`src/rtl/instruction_fetch.sv`:
```
`default_nettype none
// ============================================================================
//  Module      : instruction_fetch
//  Description : Program-counter owner and single-outstanding instruction
//                fetcher for the single-issue MIPS core. Resolves beq/bne
//                next-PC selection at decode accept and halts on a
//                misaligned fetch target.
//  Revision    : 1.0 - initial release
// ============================================================================
module instruction_fetch #(
    parameter logic [31:0] RESET_PC = 32'h0040_0000
) (
    input  logic        clk,
    input  logic        reset,
    output logic        imem_req_o,
    output logic [31:0] imem_addr_o,
    input  logic        imem_ack_i,
    input  logic [31:0] imem_rdata_i,
    output logic        instr_valid_o,
    input  logic        instr_ready_i,
    output logic [31:0] instr_o,
    output logic [5:0]  opcode_o,
    output logic [31:0] pc_o,
    output logic [31:0] pc_plus4_o,
    input  logic        branch_eq_i,
    input  logic        branch_ne_i,
    input  logic        zero_i,
    input  logic [31:0] branch_target_i,
    output logic        fault_o,
    output logic [31:0] retired_count_o
);

    localparam logic [1:0] c_st_rst   = 2'd0;
    localparam logic [1:0] c_st_fetch = 2'd1;
    localparam logic [1:0] c_st_hold  = 2'd2;
    localparam logic [1:0] c_st_halt  = 2'd3;

    logic [1:0]  r_state;
    logic [31:0] r_pc;
    logic [31:0] r_instr;
    logic [31:0] r_count;

    logic [31:0] w_pc_plus4;
    logic        w_taken;
    logic [31:0] w_next_pc;

    // Sequential PC wraps naturally at 2^32; branch inputs only matter when
    // the HOLD state accepts, so they are evaluated unconditionally here.
    assign w_pc_plus4 = r_pc + 32'd4;
    assign w_taken    = (branch_eq_i & zero_i) | (branch_ne_i & ~zero_i);
    assign w_next_pc  = w_taken ? branch_target_i : w_pc_plus4;

    // Fetch FSM: request, hold for decode, then advance or halt on fault
    always_ff @(posedge clk) begin
        if (reset) begin
            r_state <= c_st_rst;
            r_pc    <= RESET_PC;
            r_instr <= 32'd0;
            r_count <= 32'd0;
        end else begin
            case (r_state)
                c_st_rst: begin
                    r_state <= c_st_fetch;
                end
                c_st_fetch: begin
                    if (imem_ack_i) begin
                        r_instr <= imem_rdata_i;
                        r_state <= c_st_hold;
                    end
                end
                c_st_hold: begin
                    if (instr_ready_i) begin
                        r_pc    <= w_next_pc;
                        r_count <= r_count + 32'd1;
                        // A misaligned target is parked in the PC for
                        // debug visibility and fetch stops until reset.
                        if (w_next_pc[1:0] != 2'b00) begin
                            r_state <= c_st_halt;
                        end else begin
                            r_state <= c_st_fetch;
                        end
                    end
                end
                c_st_halt: begin
                    r_state <= c_st_halt;
                end
                default: begin
                    r_state <= c_st_rst;
                end
            endcase
        end
    end

    // Outputs decode directly from registered state
    assign imem_req_o      = (r_state == c_st_fetch);
    assign imem_addr_o     = r_pc;
    assign instr_valid_o   = (r_state == c_st_hold);
    assign instr_o         = r_instr;
    assign opcode_o        = r_instr[31:26];
    assign pc_o            = r_pc;
    assign pc_plus4_o      = w_pc_plus4;
    assign fault_o         = (r_state == c_st_halt);
    assign retired_count_o = r_count;

endmodule
`default_nettype wire

```
`config.mk`:
```
export PLATFORM = sky130hd
export DESIGN_NAME = instruction_fetch
export DESIGN_NICKNAME = d
export VERILOG_FILES = /design/src/rtl/instruction_fetch.sv
export SDC_FILE = /design/constraint.sdc
export NUM_CORES = 1
export LEC_CHECK = 0
export BUFFER_PORTS_ARGS = -buffer_cell sky130_fd_sc_hd__buf_2
export CAP_MARGIN = 20
export CORE_ASPECT_RATIO = 1.25
export CORE_MARGIN = 2
export CORE_UTILIZATION = 49
export CTS_BUF_LIST = sky130_fd_sc_hd__clkbuf_2 sky130_fd_sc_hd__clkbuf_4 sky130_fd_sc_hd__clkbuf_8
export DETAILED_ROUTE_END_ITERATION = 10
export GPL_ROUTABILITY_DRIVEN = 1
export PLACE_DENSITY = 0.89
export SETUP_SLACK_MARGIN = 0.5
export SYNTH_ARGS = -nofsm -noshare
export SYNTH_HDL_FRONTEND = slang
export SYNTH_SLANG_ARGS = --single-unit
```
`constraint.sdc`:
```
create_clock -name clk -period 2.4 [get_ports clk]
set_input_delay 0.12 -clock clk [delete_from_list [all_inputs] [get_ports clk]]
set_output_delay 0.12 -clock clk [all_outputs]
set_load 0.02 [all_outputs]
```
# Word level (Yosys, flattened, before mapping)
# Cells that the tools add are included.
dict set report op_classes {
  reduce_logical 5
  eq_ne 5
  n_addsub 2
  n_mux 5
  n_bitwise 4
}
# op n
set op_table {}
lappend op_table {{adder 32 x 1 -> 32 bit (second input constant)} 1}
lappend op_table {{adder 32 x 3 -> 32 bit (second input constant)} 1}
lappend op_table {{2-to-1 mux 32 bit} 1}
lappend op_table {{case mux 2 bit (4 select lines)} 1}
lappend op_table {{2-to-1 mux 2 bit} 3}
lappend op_table {{AND reduction 2 bit} 3}
lappend op_table {{== test 2 bit (second input constant)} 2}
lappend op_table {{!= test 2 x 1 -> 1 bit (second input constant)} 2}
lappend op_table {{AND 1 bit} 2}
lappend op_table {{== test 2 x 1 -> 1 bit (second input constant)} 1}
lappend op_table {{logical NOT 2 bit} 1}
lappend op_table {{nonzero test 2 bit} 1}
lappend op_table {{NOT 1 bit} 1}
lappend op_table {{bitwise OR 1 bit} 1}
dict set report word_totals {
  output_inout_bits 169
  input_bits 71
  elab_cells 25
  reg_bits 98
}

# Longest topological paths before layout
# Gate-level depths: netlist of run 1.
dict set report depth {
  word_depth 8
  depth_mapped 7
  ltp_nobuf 6
}

# Worst setup path before layout of run 1
# No wires, ideal clock.
dict set report synth_path {
  path_type {register to output}
  start {reg r_pc[3] (netlist: imem_addr_o[3])}
  end {out pc_plus4_o[30]}
  required_ns 2.280
  slack_ns 0.160
  arrival_ns 2.120
  path_buffers 1
  stages_incl_launch_ff 7
  cell_sequence {dfxtp_1 -> ha_1 -> nand3_1 -> nor4_4 -> clkbuf_1 -> and3_2 -> xor2_1}
}
dict set report synth_between {
  elab_chain_cells 1
}
# element line
set synth_rtl {}
lappend synth_rtl {{start: declaration} 39} ;# logic [31:0] r_pc;
lappend synth_rtl {{start signal: assignment} 73} ;# r_pc <= w_next_pc;
lappend synth_rtl {{adder 32 x 3 -> 32 bit} 49} ;# assign w_pc_plus4 = r_pc + 32'd4;
lappend synth_rtl {{end: declaration} 24} ;# output logic [31:0] pc_plus4_o,
# Every way passes these cells.

# Worst setup path in the final report of run 1
dict set report layout_path {
  start {reg r_pc[3] (netlist: imem_addr_o[3])}
  end {out pc_plus4_o[27]}
}
# Same word-level chain as after synthesis.

==> flow_metrics.env, run 1 <==
export IMPL_hold_class="input port to flop"
export IMPL_holdWs_ns=0.0113
export IMPL_fin_ws_ns=0.299
export IMPL_cp_startpoint="imem_addr_o[3]$_SDFFE_PP0P_"
export IMPL_cts_htree_levels=3
export IMPL_synth_top_area_share_pct=37.6
export IMPL_cts_sinks=98
export IMPL_outcome="finished clean"
export IMPL_row_count=42
export IMPL_layout_common_cells="buf_2 (217), nand2_1 (101), buf_4 (90)"
export IMPL_clkLatencyLatePin_ns=0.37
export IMPL_worst_setup_path_type="flop to primary output"
export IMPL_clock_path_buffers=2
export IMPL_timing_final_crit_share_pct=87.6
export IMPL_relSlewSlack_pct=42.6
export IMPL_hold_viol_final=0
export IMPL_yosys_warnings=0
export IMPL_die_w_um=96.2
export IMPL_io_pins=240
export IMPL_synth_area_per_cell_um2=7.97
export IMPL_clkTransAtPathRegs_ns=0.11
export IMPL_drc=0
export IMPL_grtUsageTotal_pct=29.3
export IMPL_drive_gt1_share_pct=43.3
export IMPL_synth_area_top_cells="dfxtp_1 (38%), nand2_1 (7.4%), buf_4 (6.3%)"
export IMPL_synth_ff_type="dfxtp_1"
export IMPL_vdd_drop_max_mv=0.421
export IMPL_worst_setup_path_end_kind="primary output"
export IMPL_async_flop_share_pct=0
export IMPL_portBuffers=239
export IMPL_p_sw_mw=0.961
export IMPL_initial_core_util_pct=49.8
export IMPL_grt_start_max_net_pins=42
export IMPL_ff2ff_setup_slack_ns=0.48
export IMPL_p_seq_share_pct=52.2
export IMPL_grt_antenna_before_repair=0
export IMPL_area_delta_synth_final_pct=47.0
export IMPL_gp_congestion=0.856
export IMPL_yosysSeqAreaShare_pct=37.6
export IMPL_insertedDiodeCount=0
export IMPL_cts_tree="yes"
export IMPL_wl_mm=18.5
export IMPL_p_leak_nw=3.62
export IMPL_power_internal_mw=2.26
export IMPL_crit_arrival_ns=1.98
export IMPL_first_global_vias=5535
export IMPL_drv_slew=0
export IMPL_path_max_fanout=9
export IMPL_tns_ns=0
export IMPL_power_total_mw=3.22
export IMPL_ant_nets=0
export IMPL_fin_crit_ns=2.10
export IMPL_pwr_share_clk_pct=31.8
export IMPL_skew_ns=0.0142
export IMPL_drt_iter0_drc=427
export IMPL_dr_total_vias=6056
export IMPL_yosys_area_top_type="dfxtp_1"
export IMPL_vias_per_cell=5.64
export IMPL_tightest_slew_ns=0.862
export IMPL_power_density_nw_per_um2=420
export IMPL_cp_start_kind="flop"
export IMPL_hp_start="branch_target_i[0]"
export IMPL_dp_slack_ns=0.403
export IMPL_yosys_cell_types_count=59
export IMPL_final_common_cell="buf_2"
export IMPL_syn_nets=727
export IMPL_ctsRootBufferMaster="clkbuf_8"
export IMPL_dp_final_hpwl_mm=10.8
export IMPL_first_pass_iters=5
export IMPL_rsz0062_at_grt="true"
export IMPL_netlist_area_um2=5210
export IMPL_dieArea_um2=11500
export IMPL_core_area_um2=10500
export IMPL_cap_violations=0
export IMPL_nets=1009
export IMPL_r2r_start="imem_addr_o[10]$_SDFFE_PP0P_"
export IMPL_ys_ff_latch=98
export IMPL_cts_buffers=9
export IMPL_grt_pass1_wl_mm=26.6
export IMPL_swShare_pct=29.9
export IMPL_setup_violations=0
export IMPL_fmax_ghz=0.476
export IMPL_syn_inst=654
export IMPL_wl_per_cell_um=17.3
export IMPL_p_comb_share_pct=16.0
export IMPL_worst_ep_required_time_ns=2.28
export IMPL_dieHeight_um=119
export IMPL_overflow=0
export IMPL_synth_edf_count=0
==> what timing repair did <==
action / CTS / global route
pin swaps: 14 / 20
hold buffers: 33 / 0
hold endpoints to repair: 33 / 0
setup buffers: 30 / 28
gates resized for setup: 51 / 47
cloned: 1 / 0
endpoints found under the setup margin: 24 / 47
==> power groups by stage <==
stage / combinational (mW) / clock (mW) / sequential, mW
6_report: 0.514 / 1.02 / 1.68
5_1_grt: 0.549 / 1.10 / 1.69
4_1_cts: 0.481 / 1.03 / 1.69
3_5_place_dp: 0.423 / 0 / 1.74
3_3_place_gp: 0.419 / 0 / 1.74
2_1_floorplan: 0.234 / 0 / 1.78
==> synth_stat cells, types with 3 or more instances <==
library cell  instances
nand2_1             103
dfxtp_1              98
nor2_1               76
a21oi_1              52
buf_4                44
xor2_1               34
clkbuf_1             31
nand3_1              28
xnor2_1              25
nand4_1              20
a22oi_1              13
inv_1                12
nor3_1               12
o21ai_0              10
a31oi_1               8
and3_1                6
o32ai_1               5
or3_1                 5
and2_1                4
mux2i_1               4
nand3b_1              4
a21o_1                3
a22o_1                3
a32oi_1               3
and4_1                3
nor2b_1               3
nor4_4                3
o31ai_1               3
==> state kept, by name (all words and copies together), names as in the netlist <==
signal	count
imem_addr_o	32
retired_count_o	32
r_state	2
instr_o	32
==> worst max-delay path, stage by stage, from the launching register on <==
cell and delay, ns:
dfxtp_4 0.40, nand4_4 0.16, nor4_4 0.29, buf_6 0.18, buf_4 0.12, nand3_2 0.08, xnor2_1 0.19, buf_4 0.18
==> through the flow <==
stage          std cells  util [%]  instance area (um2)
2_1_floorplan        654         -                 5320
5_1_grt             1073      73.3                 7660
3_5_place_dp         965      60.7                 6350
6_report            1073      73.3                 7660
4_1_cts             1045      69.4                 7260
3_3_place_gp         965      60.7                 6350
==> path summary, 6_finish.rpt <==
kind                            cells after the start                           end
worst min register to register                      2      instr_o[23]$_SDFFE_PP0P_
worst max register to register                      7  imem_addr_o[24]$_SDFFE_PP0P_
worst max-delay path                                7                pc_plus4_o[27]
worst min-delay path                                3   imem_addr_o[0]$_SDFFE_PP0P_
==> metal layers <==
metal | GRT usage, % | share of wire (%) | routed length, um | vias to the layer above
met5 | 0 | 0 | 0 | -
met4 | 15.6 | 4.4 | 811 | 0
met3 | 6.20 | 7.9 | 1470 | 77
met2 | 50.1 | 51 | 9460 | 376
met1 | 33.1 | 37 | 6780 | 2830
li1 | - | - | - | 2773
==> cell families (layout without fill, tap and decap cells) <==
logic type	Yosys count	in the layout	share of synthesized area [%]
and+or+nand+nor	284	284	26.7
muxes	7	7	1.46
buffers and inverters	91	378	10.1
DFF	98	98	37.6
xor gates and xnor gates	59	59	9.92
AOI/OAI and AO/OA	113	113	13.7
adders and majority gates	2	2	0.480
==> layout make-up <==
type / count / area [um2]
repair buffers: 349 / 2190
multi-input cells: 465 / 3020
clock buffers: 10 / 131
clock inverters: 6 / 48.8
fillers: 720 / 2800
inverters: 13 / 53.8
well taps: 132 / 165
flip-flops and latches: 98 / 2050
Note: power is estimated with default switching activity, not from simulation.
==> run 2: changes to the inputs <==
- BUFFER_PORTS_ARGS: -buffer_cell sky130_fd_sc_hd__buf_2 -> unset
- CORE_UTILIZATION: 49 -> 55
- DONT_BUFFER_PORTS: unset -> 1
- PLACE_DENSITY: 0.89 -> 0.76
==> run 2 against run 1 <==
  * The run now ends with hold timing left
  * Sequential cell count did not move
  * Die area fell by 11%
  * Global-route usage fell by 1.9 points
  * Non-clock buffer count fell by 261
  * Critical endpoint is now pc_plus4_o[19]
  * Largest cell class unchanged
  * Highest routed layer unchanged
==> flow_metrics.env, run 2 (synthesis results as in run 1) <==
export IMPL_outcome="finished with violations"
export IMPL_fmax_ghz=0.459
export IMPL_final_cells=803
export IMPL_first_global_vias=4504
export IMPL_io_pins=240
export IMPL_layout_common_cells="nand2_1 (100), buf_4 (75), dfxtp_1 (73)"
export IMPL_vdd_drop_max_mv=0.433
export IMPL_p_leak_nw=2.40
export IMPL_worst_setup_path_end_kind="primary output"
export IMPL_wl_mm=15.0
export IMPL_overflow=0
export IMPL_clkTransAtPathRegs_ns=0.10
export IMPL_final_common_cell="nand2_1"
export IMPL_hold_class="input port to flop"
export IMPL_clock_path_buffers=2
export IMPL_drt_iter0_drc=270
export IMPL_vias_per_cell=6.02
export IMPL_first_pass_iters=5
export IMPL_nets=748
export IMPL_tightest_slew_ns=0.776
export IMPL_ant_nets=0
export IMPL_area_delta_synth_final_pct=18.7
export IMPL_power_total_mw=2.99
export IMPL_n_fill_cell=725
export IMPL_portBuffers=0
export IMPL_cap_violations=0
export IMPL_dieArea_um2=10300
export IMPL_cp_start_kind="flop"
export IMPL_gp_congestion=0.838
export IMPL_grt_antenna_before_repair=0
export IMPL_insertedDiodeCount=0
export IMPL_rsz0062_at_grt="true"
export IMPL_dp_cells=748
export IMPL_wl_per_cell_um=18.7
export IMPL_drv_slew=0
export IMPL_setup_violations=0
export IMPL_crit_arrival_ns=2.06
export IMPL_initial_core_util_pct=56.8
export IMPL_dr_total_vias=4836
export IMPL_core_area_um2=9170
export IMPL_relSlewSlack_pct=48.3
export IMPL_dieHeight_um=113
export IMPL_tns_ns=0
export IMPL_dp_final_hpwl_mm=9.79
export IMPL_holdBufCountCts=5
export IMPL_drive_gt1_share_pct=26.6
export IMPL_cts_buffers=9
export IMPL_cts_htree_levels=3
export IMPL_worst_ep_required_time_ns=2.28
export IMPL_cts_tree="yes"
export IMPL_cts_sinks=98
export IMPL_violations="hold timing"
export IMPL_timing_final_crit_share_pct=90.7
export IMPL_holdWs_ns=-0.183
export IMPL_clkLatencyLatePin_ns=0.36
export IMPL_grt_start_max_net_pins=101
export IMPL_grtUsageTotal_pct=27.3
export IMPL_drc=0
export IMPL_skew_ns=0.00800
export IMPL_worst_setup_path_type="flop to primary output"
export IMPL_fin_crit_ns=2.18
export IMPL_grt_pass1_wl_mm=22.9
export IMPL_ctsRootBufferMaster="clkbuf_8"
export IMPL_die_w_um=91.1
export IMPL_power_density_nw_per_um2=484
export IMPL_row_count=39
export IMPL_path_max_fanout=7
export IMPL_hold_viol_final=94
run 2: worst paths after layout:
kind	end	startpoint	depth (start not counted)	slack, ns
worst max register to register	imem_addr_o[24]$_SDFFE_PP0P_	imem_addr_o[10]$_SDFFE_PP0P_	7	0.34
worst max-delay path	pc_plus4_o[19]	imem_addr_o[3]$_SDFFE_PP0P_	7	0.22
worst min register to register	instr_o[22]$_SDFFE_PP0P_	instr_o[22]$_SDFFE_PP0P_	2	0.56
worst min-delay path	instr_o[22]$_SDFFE_PP0P_	reset	1	-0.18
run 2: report_power, final:
part | switching, mW | leakage [nW] | internal (mW)
Sequential | 0.0967 | 0.809 | 1.65
Combinational | 0.162 | 1.50 | 0.0943
Clock | 0.579 | 0.0964 | 0.408
Total | 0.839 | 2.40 | 2.16
run 2: repair_timing:
item	CTS	global route
buffers inserted	25	8
pin swaps	24	15
endpoints found under the hold margin	98	94
gates cloned	1	0
gates resized for setup	44	27
setup endpoints to repair	37	55
run 2: worst max-delay path, cell delays in order (launching register included):
cell     delay, ns
dfxtp_4       0.47
nand4_4       0.18
nor4_4        0.31
buf_6         0.19
nand2_4       0.05
nor2_2        0.11
xor2_1        0.21
buf_4         0.18
run 2: metal layers:
layer / track usage (%) / share of wire [%] / up-vias
li1: - / - / 2247
met1: 30.4 / 36 / 2272
met2: 48.4 / 51 / 265
met3: 7.52 / 9.1 / 52
met4: 12.7 / 3.5 / 0
met5: 0 / 0 / -
run 2: cell type report:
class                      count  area [um2]  area share (%)
timing repair buffer          88         701            11.3
multi-input combinational    465        3070            49.7
sequential                    98        2030            32.8
tap                          123         154            2.49
clock inverter                 6        41.3           0.668
inverter                      13        50.0           0.809
clock buffer                  10         138            2.23
run 2: stage by stage:
stage	worst slack (ns)	instance area (um2)	hold slack [ns]	utilization, %
after floorplan	0.501	5320	0.256	-
after global placement	0.344	5370	0.191	58.6
after detailed placement	0.289	5370	0.193	58.6
after CTS	0.212	5990	-0.210	65.3
after global routing	0.141	6180	-0.210	67.4
final	0.222	6180	-0.183	67.4
